`config.mk`:
```
export PLATFORM = sky130hd
export DESIGN_NAME = melody_sequencer
export DESIGN_NICKNAME = d
export VERILOG_FILES = /design/src/rtl/melody_sequencer.sv
export SDC_FILE = /design/constraint.sdc
export NUM_CORES = 1
export LEC_CHECK = 0
export BUFFER_PORTS_ARGS = -buffer_cell sky130_fd_sc_hd__buf_2
export CORE_MARGIN = 3
export CORE_UTILIZATION = 30
export DETAILED_ROUTE_END_ITERATION = 10
export GPL_TIMING_DRIVEN = 0
export SLEW_MARGIN = 20
export SYNTH_ARGS = -nofsm -noshare
export SYNTH_HDL_FRONTEND = slang
export SYNTH_SLANG_ARGS = --single-unit
```
`constraint.sdc`:
```
create_clock -name clk -period 3 [get_ports clk]
set_input_delay 0.3 -clock clk [delete_from_list [all_inputs] [get_ports clk]]
set_output_delay 0.3 -clock clk [all_outputs]
set_load 0.01 [all_outputs]
```
`src/rtl/melody_sequencer.sv`:
```
// Melody sequencer: walks a song ROM of {note, beats} entries and drives the
// buzzer note code, falling back to the live keyboard note when idle.
module melody_sequencer #(
  parameter int unsigned TICKS_PER_BEAT = 25_000_000,
  parameter int unsigned GAP_TICKS      = 2_500_000,
  parameter int unsigned SONG_LEN       = 16
) (
  input  logic       clk,
  input  logic       rst_n,
  input  logic       play,
  input  logic       stop,
  input  logic [3:0] key_note,
  output logic [7:0] rom_addr,
  input  logic [7:0] rom_data,
  output logic [3:0] note_out,
  output logic       busy,
  output logic       done,
  output logic [7:0] index
);

  typedef enum logic [2:0] {
    S_IDLE,
    S_FETCH,
    S_LOAD,
    S_PLAY,
    S_GAP,
    S_DONE
  } state_t;

  localparam logic [31:0] TICK_LAST  = 32'(TICKS_PER_BEAT - 1);
  localparam logic [31:0] GAP_LAST   = 32'(GAP_TICKS - 1);
  localparam logic [7:0]  INDEX_LAST = 8'(SONG_LEN - 1);
  localparam logic [3:0]  NOTE_END   = 4'hF;

  state_t      state, state_next;
  logic [3:0]  note_next;
  logic [7:0]  addr_next, index_next;
  logic [3:0]  beat_cnt, beat_next;
  logic [31:0] tick_cnt, tick_next;
  logic        advance;

  // Codes above 7 are not playable notes and are silenced.
  function automatic logic [3:0] sanitize(input logic [3:0] n);
    return n[3] ? 4'd0 : n;
  endfunction

  assign busy = (state != S_IDLE);
  assign done = (state == S_DONE);

  // State and datapath registers.
  always_ff @(posedge clk or negedge rst_n) begin
    if (!rst_n) begin
      state    <= S_IDLE;
      note_out <= '0;
      rom_addr <= '0;
      index    <= '0;
      beat_cnt <= '0;
      tick_cnt <= '0;
    end else begin
      state    <= state_next;
      note_out <= note_next;
      rom_addr <= addr_next;
      index    <= index_next;
      beat_cnt <= beat_next;
      tick_cnt <= tick_next;
    end
  end

  // Next-state and next-datapath logic; ADVANCE is folded in after the case.
  always_comb begin
    state_next = state;
    note_next  = note_out;
    addr_next  = rom_addr;
    index_next = index;
    beat_next  = beat_cnt;
    tick_next  = tick_cnt;
    advance    = 1'b0;

    unique case (state)
      S_IDLE: begin
        note_next = sanitize(key_note);
        if (play && !stop) begin
          index_next = '0;
          addr_next  = '0;
          state_next = S_FETCH;
        end
      end
      S_FETCH: state_next = S_LOAD;
      S_LOAD: begin
        if (rom_data[7:4] == NOTE_END) begin
          note_next  = '0;
          state_next = S_DONE;
        end else begin
          note_next  = sanitize(rom_data[7:4]);
          beat_next  = (rom_data[3:0] == 4'd0) ? 4'd1 : rom_data[3:0];
          tick_next  = '0;
          state_next = S_PLAY;
        end
      end
      S_PLAY: begin
        if (tick_cnt == TICK_LAST) begin
          tick_next = '0;
          if (beat_cnt == 4'd1) begin
            if (GAP_TICKS > 0) begin
              note_next  = '0;
              state_next = S_GAP;
            end else begin
              advance = 1'b1;
            end
          end else begin
            beat_next = beat_cnt - 4'd1;
          end
        end else begin
          tick_next = tick_cnt + 32'd1;
        end
      end
      S_GAP: begin
        if (tick_cnt == GAP_LAST) begin
          tick_next = '0;
          advance   = 1'b1;
        end else begin
          tick_next = tick_cnt + 32'd1;
        end
      end
      S_DONE: begin
        note_next  = '0;
        state_next = S_IDLE;
      end
      default: state_next = S_IDLE;
    endcase

    if (advance) begin
      if (index == INDEX_LAST) begin
        note_next  = '0;
        state_next = S_DONE;
      end else begin
        index_next = index + 8'd1;
        addr_next  = rom_addr + 8'd1;
        state_next = S_FETCH;
      end
    end

    // Abort overrides everything except position, which is left where it was.
    if (stop && state != S_IDLE) begin
      state_next = S_IDLE;
      note_next  = '0;
      index_next = index;
      addr_next  = rom_addr;
    end
  end

endmodule

```
==> results of run 1 <==
-- critical path, cell delays in order (launching register included) --
cell      delay [ns]
dfrtp_1         0.36
buf_2           0.22
nor4b_1         0.30
nand4_1         0.31
o21a_1          0.29
buf_6           0.14
clkbuf_1        0.27
o21ai_0         0.27
o211ai_1        0.12
-- layer usage --
layer	vias to the layer above	share of wire, %	track usage [%]	routed length (um)
li1	1861	-	-	-
met1	1902	43	20.0	4930
met2	133	48	27.3	5490
met3	15	6.8	3.53	768
met4	0	1.3	3.99	146
met5	-	0	0	0
-- worst paths after layout --
path                               from            to  slack, ns  cells after the start
hold / removal                    rst_n      index[3]       0.05                      1
hold reg to reg             tick_cnt[1]   tick_cnt[1]       0.53                      1
setup reg to reg           tick_cnt[10]  tick_cnt[12]       0.58                      8
max in group asynchronous         rst_n   tick_cnt[5]       2.44                      1
setup / recovery           tick_cnt[10]  tick_cnt[12]       0.58                      8
min in group clk            key_note[2]   note_out[2]       0.26                      3
-- cell usage after synthesis, types with 3 or more instances --
cell type / instances
dfrtp_1: 59
nand2_1: 42
o21ai_0: 37
nor2_1: 33
inv_1: 23
nor3_1: 21
nand3_1: 20
a21oi_1: 16
a22oi_1: 16
nand2b_1: 13
nor4_1: 13
clkbuf_1: 11
nand4_1: 11
buf_6: 9
o211ai_1: 9
o21bai_1: 9
buf_2: 8
a21o_1: 7
or3_1: 7
and3_1: 6
and4_1: 6
o22ai_1: 6
a211oi_1: 5
and2_1: 5
ha_1: 5
nor4b_1: 5
mux2_2: 3
mux2i_1: 3
nor3b_1: 3
nor4bb_1: 3
o2bb2ai_1: 3
or4_1: 3
-- cell usage in the layout, fill, tap and decap left out, types with 11 or more instances in the layout --
cell,n
a21oi_1,16
o21ai_0,37
buf_2,44
nand2b_1,13
nor3_1,21
clkbuf_1,13
nor4_1,13
nand3_1,20
a22oi_1,16
dfrtp_1,59
nand2_1,42
inv_1,23
nor2_1,33
nand4_1,11
-- sequential cells by signal (all words and copies together), names as in the netlist --
name,count
beat_cnt,4
note_out,4
rom_addr,8
state,3
index,8
tick_cnt,32
-- through the flow --
stage	util, %	cells	power (W)
2_1_floorplan	-	472	0.00171
6_report	36.9	697	0.00311
4_1_cts	36.9	697	0.00312
3_5_place_dp	34.4	681	0.00201
5_1_grt	36.9	697	0.00328
3_3_place_gp	34.4	681	0.00198
-- final cells by class --
class | instances | area [um^2] | share of cell area, %
Buffer | 31 | 211 | 4.46
Clock buffer | 11 | 233 | 4.90
Clock inverter | 5 | 77.6 | 1.63
Inverter | 23 | 86.3 | 1.82
Multi-Input combinational cell | 359 | 2260 | 47.6
Sequential cell | 59 | 1480 | 31.1
Tap cell | 172 | 215 | 4.53
Timing Repair Buffer | 37 | 188 | 3.95
-- where the power goes --
part	internal, W	switching [W]	leakage (nW)
Clock	0.000724	0.000379	0.150
Combinational	0.000347	0.000557	1.03
Sequential	0.000937	0.000168	0.803
Total	0.00201	0.00110	1.98
-- cell families after synthesis --
logic type	share of synthesized area, %
AO/OA/AOI/OAI	22.6
multiplexers	1.58
adder cells (fa/ha/maj)	1.55
AND/OR/NAND/NOR	30.1
XOR/XNOR	0.217
flip-flops	36.6
buffers and inverters	7.38
==> impl_metrics.tcl, run 1 <==
set metrics [dict create \
    final.setup.worst_slack_ns 0.577 \
    hp-class "in2async" \
    slew_headroom_pct 39.6 \
    finClkSkew_ns 0.00721 \
    core_area_mm2 0.0129 \
    root_buffer "clkbuf_16" \
    vdd_drop_max_uv 282 \
    drcViolationCount 0 \
    ant_nets 0 \
    tns_ns 0 \
    drive_above_1_share_pct 17.9 \
    dieWidth_um 122 \
    drt-total-wl_um 11300 \
    h-tree-depth 3 \
    cap_violations 0 \
    cts.repair.resized 0 \
    synth_edf_count 0 \
    cp-end-kind "register" \
    grt_max_degree 60 \
    die_h_um 122 \
    cts_buffer_depth 2 \
    netlist_top_cells_area "dfrtp_1 (37%), o21ai_0 (4.6%), nand2_1 (3.9%)" \
    hpwl_um 8030 \
    numPortBuffers 37 \
    io_pins 38 \
    antenna_found_initial 0 \
    tightest_slew_ns 0.897 \
    fmax_mhz 413 \
    drt_iter0_drc 433 \
    n_fill_cell 1321 \
    wire_per_inst_um 16.3 \
    grt_use_total_pct 15.8 \
    synthToLayoutAreaGrowth_pct 17.7 \
    clk_latency_ns 0.34 \
    setup_violations 0 \
    initial_core_util_pct 31.3 \
    hold_viol_final 0 \
    gp_congestion 0.887 \
    powerDensity_mw_per_mm2 656 \
    critical_path_arrival_ns 2.62 \
    cts_setup_buffers 0 \
    cp_max_fo 10 \
    syn-mean-instance-area_um2 8.54 \
    fin_crit_ns 2.42 \
    start_kind "register" \
    nNetsFinal 541 \
    fin_crit_sh_pct 80.8 \
    dr.pass1.iters 5 \
    synth_ff_type "dfrtp_1" \
    drv_slew 0 \
    synth_top_area_share_pct 36.6 \
    syn_nets 493 \
    critical_path_class "reg2reg" \
    rsz0062_at_grt "no" \
    die-area_mm2 0.0149 \
    seq_area_frac_synth_pct 36.6 \
    antenna_cells 0 \
    grt_pass1_wl_um 18700 \
    status "finished, final reports clean" \
    grt_pass1_vias 3744 \
    yosysTopAreaCell "dfrtp_1" \
    yosys_register_bits 59 \
    cts_tree "done" \
    synth_cells 472 \
    cts_hold_buf 0 \
    yosys_warnings 0 \
    vias_per_cell 5.61 \
    cts_buffers 9 \
    cp.required_ns 3.19 \
    yosys.cell_types.count 71 \
    fin_area_mm2 0.00475 \
    path_clk_slew_ns 0.06 \
    vias 3911 \
    num_rows 41 \
    dpl_cell_area_mm2 0.00444 \
    postSynth.asyncResetShare_pct 100 \
    holdWs_ns 0.0514 \
    p_leak_nw 1.98 \
    place_ws_ns 0.620 \
    cts.sinks 59 \
    syn_area_mm2 0.00403 \
    grt-ovfl-total 0 \
]
Power figures use the tool's default switching activity.
==> run 2, diff against run 1 <==
- ABC_AREA: unset -> 1
- clock period: 3 -> 2.4 ns (I/O delays scaled with it)
==> impl_metrics.tcl, run 2 <==
set metrics [dict create \
    status "finished, final reports clean" \
    synth_ff_type "dfrtp_1" \
    num_rows 42 \
    vias 4220 \
    cp.required_ns 2.61 \
    synth_common_cells "nand2_1 (185), nor2_1 (97), inv_1 (77), nand3_1 (66), dfrtp_1 (59)" \
    die-area_mm2 0.0156 \
    drcViolationCount 0 \
    dpl_cell_area_mm2 0.00466 \
    grt-ovfl-total 0 \
    grt_use_total_pct 15.6 \
    final_core_util_pct 36.9 \
    largest_reg_flops 32 \
    grtUsageMet3_pct 3.04 \
    seq_area_frac_synth_pct 34.9 \
    synth_top_area_share_pct 34.9 \
    fmax_mhz 476 \
    holdWs_ns 0.217 \
    fin_crit_sh_pct 87.6 \
    vias_per_cell 4.85 \
    crit_top_cell "nand2_1" \
    cts_buffers 9 \
    antenna_cells 0 \
    syn_nets 661 \
    powerDensity_mw_per_mm2 774 \
    cts_buffer_depth 2 \
    wire_per_inst_um 13.6 \
    synthToLayoutAreaGrowth_pct 17.7 \
    numPortBuffers 37 \
    swShare_pct 36.7 \
    yosys.cell_types.count 36 \
    dr.pass1.iters 5 \
    yosys_register_bits 59 \
    cts.sinks 59 \
    p_sw_w 0.00142 \
    syn-mean-instance-area_um2 6.62 \
    cap_violations 0 \
    p_leak_nw 2.40 \
    antenna_found_initial 0 \
    r2r_end "tick_cnt[2]" \
    vdd_drop_max_uv 522 \
    hpwl_um 8990 \
    drive_above_1_share_pct 11.8 \
    hp-class "in2reg" \
    grt_pass1_wl_um 19800 \
    layout_common_cells "nand2_1 (185), nor2_1 (97), inv_1 (77)" \
    ff2ff_setup_slack_ns 0.30 \
    regMostFlops "tick_cnt" \
    path_cells "ha_1, nand2_1, nor2_2, nand2_1, nor2_1, nand2_1, nand2_1, nand2_2, nor2_4, buf_6, nor2_1" \
    io_pins 38 \
    core_area_mm2 0.0135 \
    cp-end-kind "register" \
    yosysMostFrequentCell "nand2_1" \
    p_seq_share_pct 31.9 \
    finClkSkew_ns 0.00601 \
    comb_power_share_pct 32.5 \
    yosys_warnings 0 \
    syn_area_mm2 0.00423 \
    p_clk_share_pct 35.6 \
    reg2reg_depth 11 \
    drt-total-wl_um 11800 \
    tns_ns 0 \
    fin_area_mm2 0.00498 \
    grt_pass1_vias 3979 \
    n_fill_cell 1440 \
    dieWidth_um 125 \
    holdPathStages 3 \
    cp_max_fo 10 \
    start_kind "register" \
    slew_headroom_pct 65.9 \
    nNetsFinal 711 \
    yosysTopAreaCell "dfrtp_1" \
    setup_violations 0 \
    intPower_w 0.00244 \
    slowest_stage "dfrtp_1" \
    initial_core_util_pct 31.4 \
    drv_slew 0 \
    final_common_cell "nand2_1" \
    drt_iter0_drc 335 \
    hold_path.startpoint "rom_data[6]" \
    netlist_top_cells_area "dfrtp_1 (35%), nand2_1 (16%), nor2_1 (8.6%)" \
    rsz0062_at_grt "no" \
    hold_viol_final 0 \
    root_buffer "clkbuf_16" \
    critical_path_class "reg2reg" \
    use_met1_pct 21.4 \
    cts_tree "done" \
    min_to "note_out[2]" \
    tightest_slew_ns 0.511 \
    grt_max_degree 39 \
    path_clk_slew_ns 0.05 \
    rr_startpoint "tick_cnt[0]" \
    gp_congestion 0.944 \
    cp_top_family "simple AND/OR/NAND/NOR gates" \
    crit_buf_inv 1 \
    fin_crit_ns 2.10 \
    ant_nets 0 \
    top_regs "tick_cnt x32, index x8, rom_addr x8" \
    clk_latency_ns 0.33 \
    use_met2_pct 24.7 \
    top_usage_layer "met2" \
    synth_edf_count 0 \
    h-tree-depth 3 \
    die_h_um 125 \
    postSynth.asyncResetShare_pct 100 \
    synth_cells 640 \
    slowest_delay_ns 0.38 \
    critical_path_arrival_ns 2.32 \
]
==> run 2: cell count changes in the layout (fill, tap and decap cells not counted), moves of 9 or more <==
| cell | before | now |
|---|---|---|
| xor2_1 | 1 | 24 |
| nor2_1 | 33 | 97 |
| a21oi_1 | 16 | 7 |
| nor4_1 | 13 | 0 |
| o21ai_0 | 37 | 21 |
| inv_1 | 23 | 77 |
| nand3_1 | 20 | 66 |
| a22oi_1 | 16 | 0 |
| nand2_1 | 42 | 185 |
| nand2b_1 | 13 | 0 |
==> run 2: repair_timing <==
action                    4_1_cts  5_1_grt
resized for setup               0        0
hold endpoints to repair       21        0
setup buffers                   0        0
hold buffers                    1        0
==> run 2: logic make-up after synthesis <==
family / count (synthesis) / synth area share [%]
adders and majority gates: 5 / 1.48
buffers and inverters: 96 / 9.31
muxes: 1 / 0.236
and+or+nand+nor: 397 / 40.4
xor gates and xnor gates: 29 / 6.00
AOI/OAI and AO/OA: 53 / 7.68
DFF: 59 / 34.9
==> run 2: tightest hold or removal path, delay by kind of cell <==
kind,cells,cell delay (ns)
compound gates,2,0.18
buf+inv,1,0.09
==> run 2: area by class of cell <==
cell class	instances	area, um^2	share of cell area [%]
plain buffers	13	82.6	1.66
clock buffers	13	250	5.02
clock inverters	2	60.1	1.21
inverters	83	312	6.25
multi-input cells	485	2360	47.4
flip-flops and latches	59	1480	29.6
well taps	176	220	4.42
repair buffers	39	218	4.37
==> run 2: worst max path at each step <==
stage | slack (ns) | endpoint | from | cells past startpoint
after detailed placement | 0.33 | tick_cnt[2] | tick_cnt[0] | 11
after global placement | 0.30 | tick_cnt[21] | tick_cnt[0] | 11
after global routing | 0.05 | tick_cnt[6] | tick_cnt[0] | 11
after CTS | 0.31 | tick_cnt[6] | tick_cnt[0] | 11
after floorplan | 0.76 | index[3] | tick_cnt[0] | 13
final | 0.30 | tick_cnt[2] | tick_cnt[0] | 11
==> run 2: through the flow <==
| step | instances | total power [W] | setup slack (ns) |
|---|---|---|---|
| after floorplan | 640 | 0.00211 | 0.758 |
| after global placement | 853 | 0.00250 | 0.298 |
| after detailed placement | 854 | 0.00251 | 0.330 |
| after CTS | 870 | 0.00390 | 0.312 |
| after global routing | 870 | 0.00411 | 0.0501 |
| final | 870 | 0.00386 | 0.299 |
==> run 2: metal layers <==
layer	routed length (um)	vias up	share of wire [%]
met5	0	-	0
met4	191	0	1.6
met3	672	17	5.7
met2	5270	123	45
met1	5690	1931	48
li1	-	2149	-
==> run 2: power by group through the flow <==
stage | clock network, W | registers (W) | logic [W]
after floorplan | 0 | 0.00125 | 0.000857
after global placement | 0 | 0.00125 | 0.00125
after detailed placement | 0 | 0.00125 | 0.00126
after CTS | 0.00140 | 0.00123 | 0.00127
after global routing | 0.00145 | 0.00125 | 0.00141
final | 0.00137 | 0.00123 | 0.00125
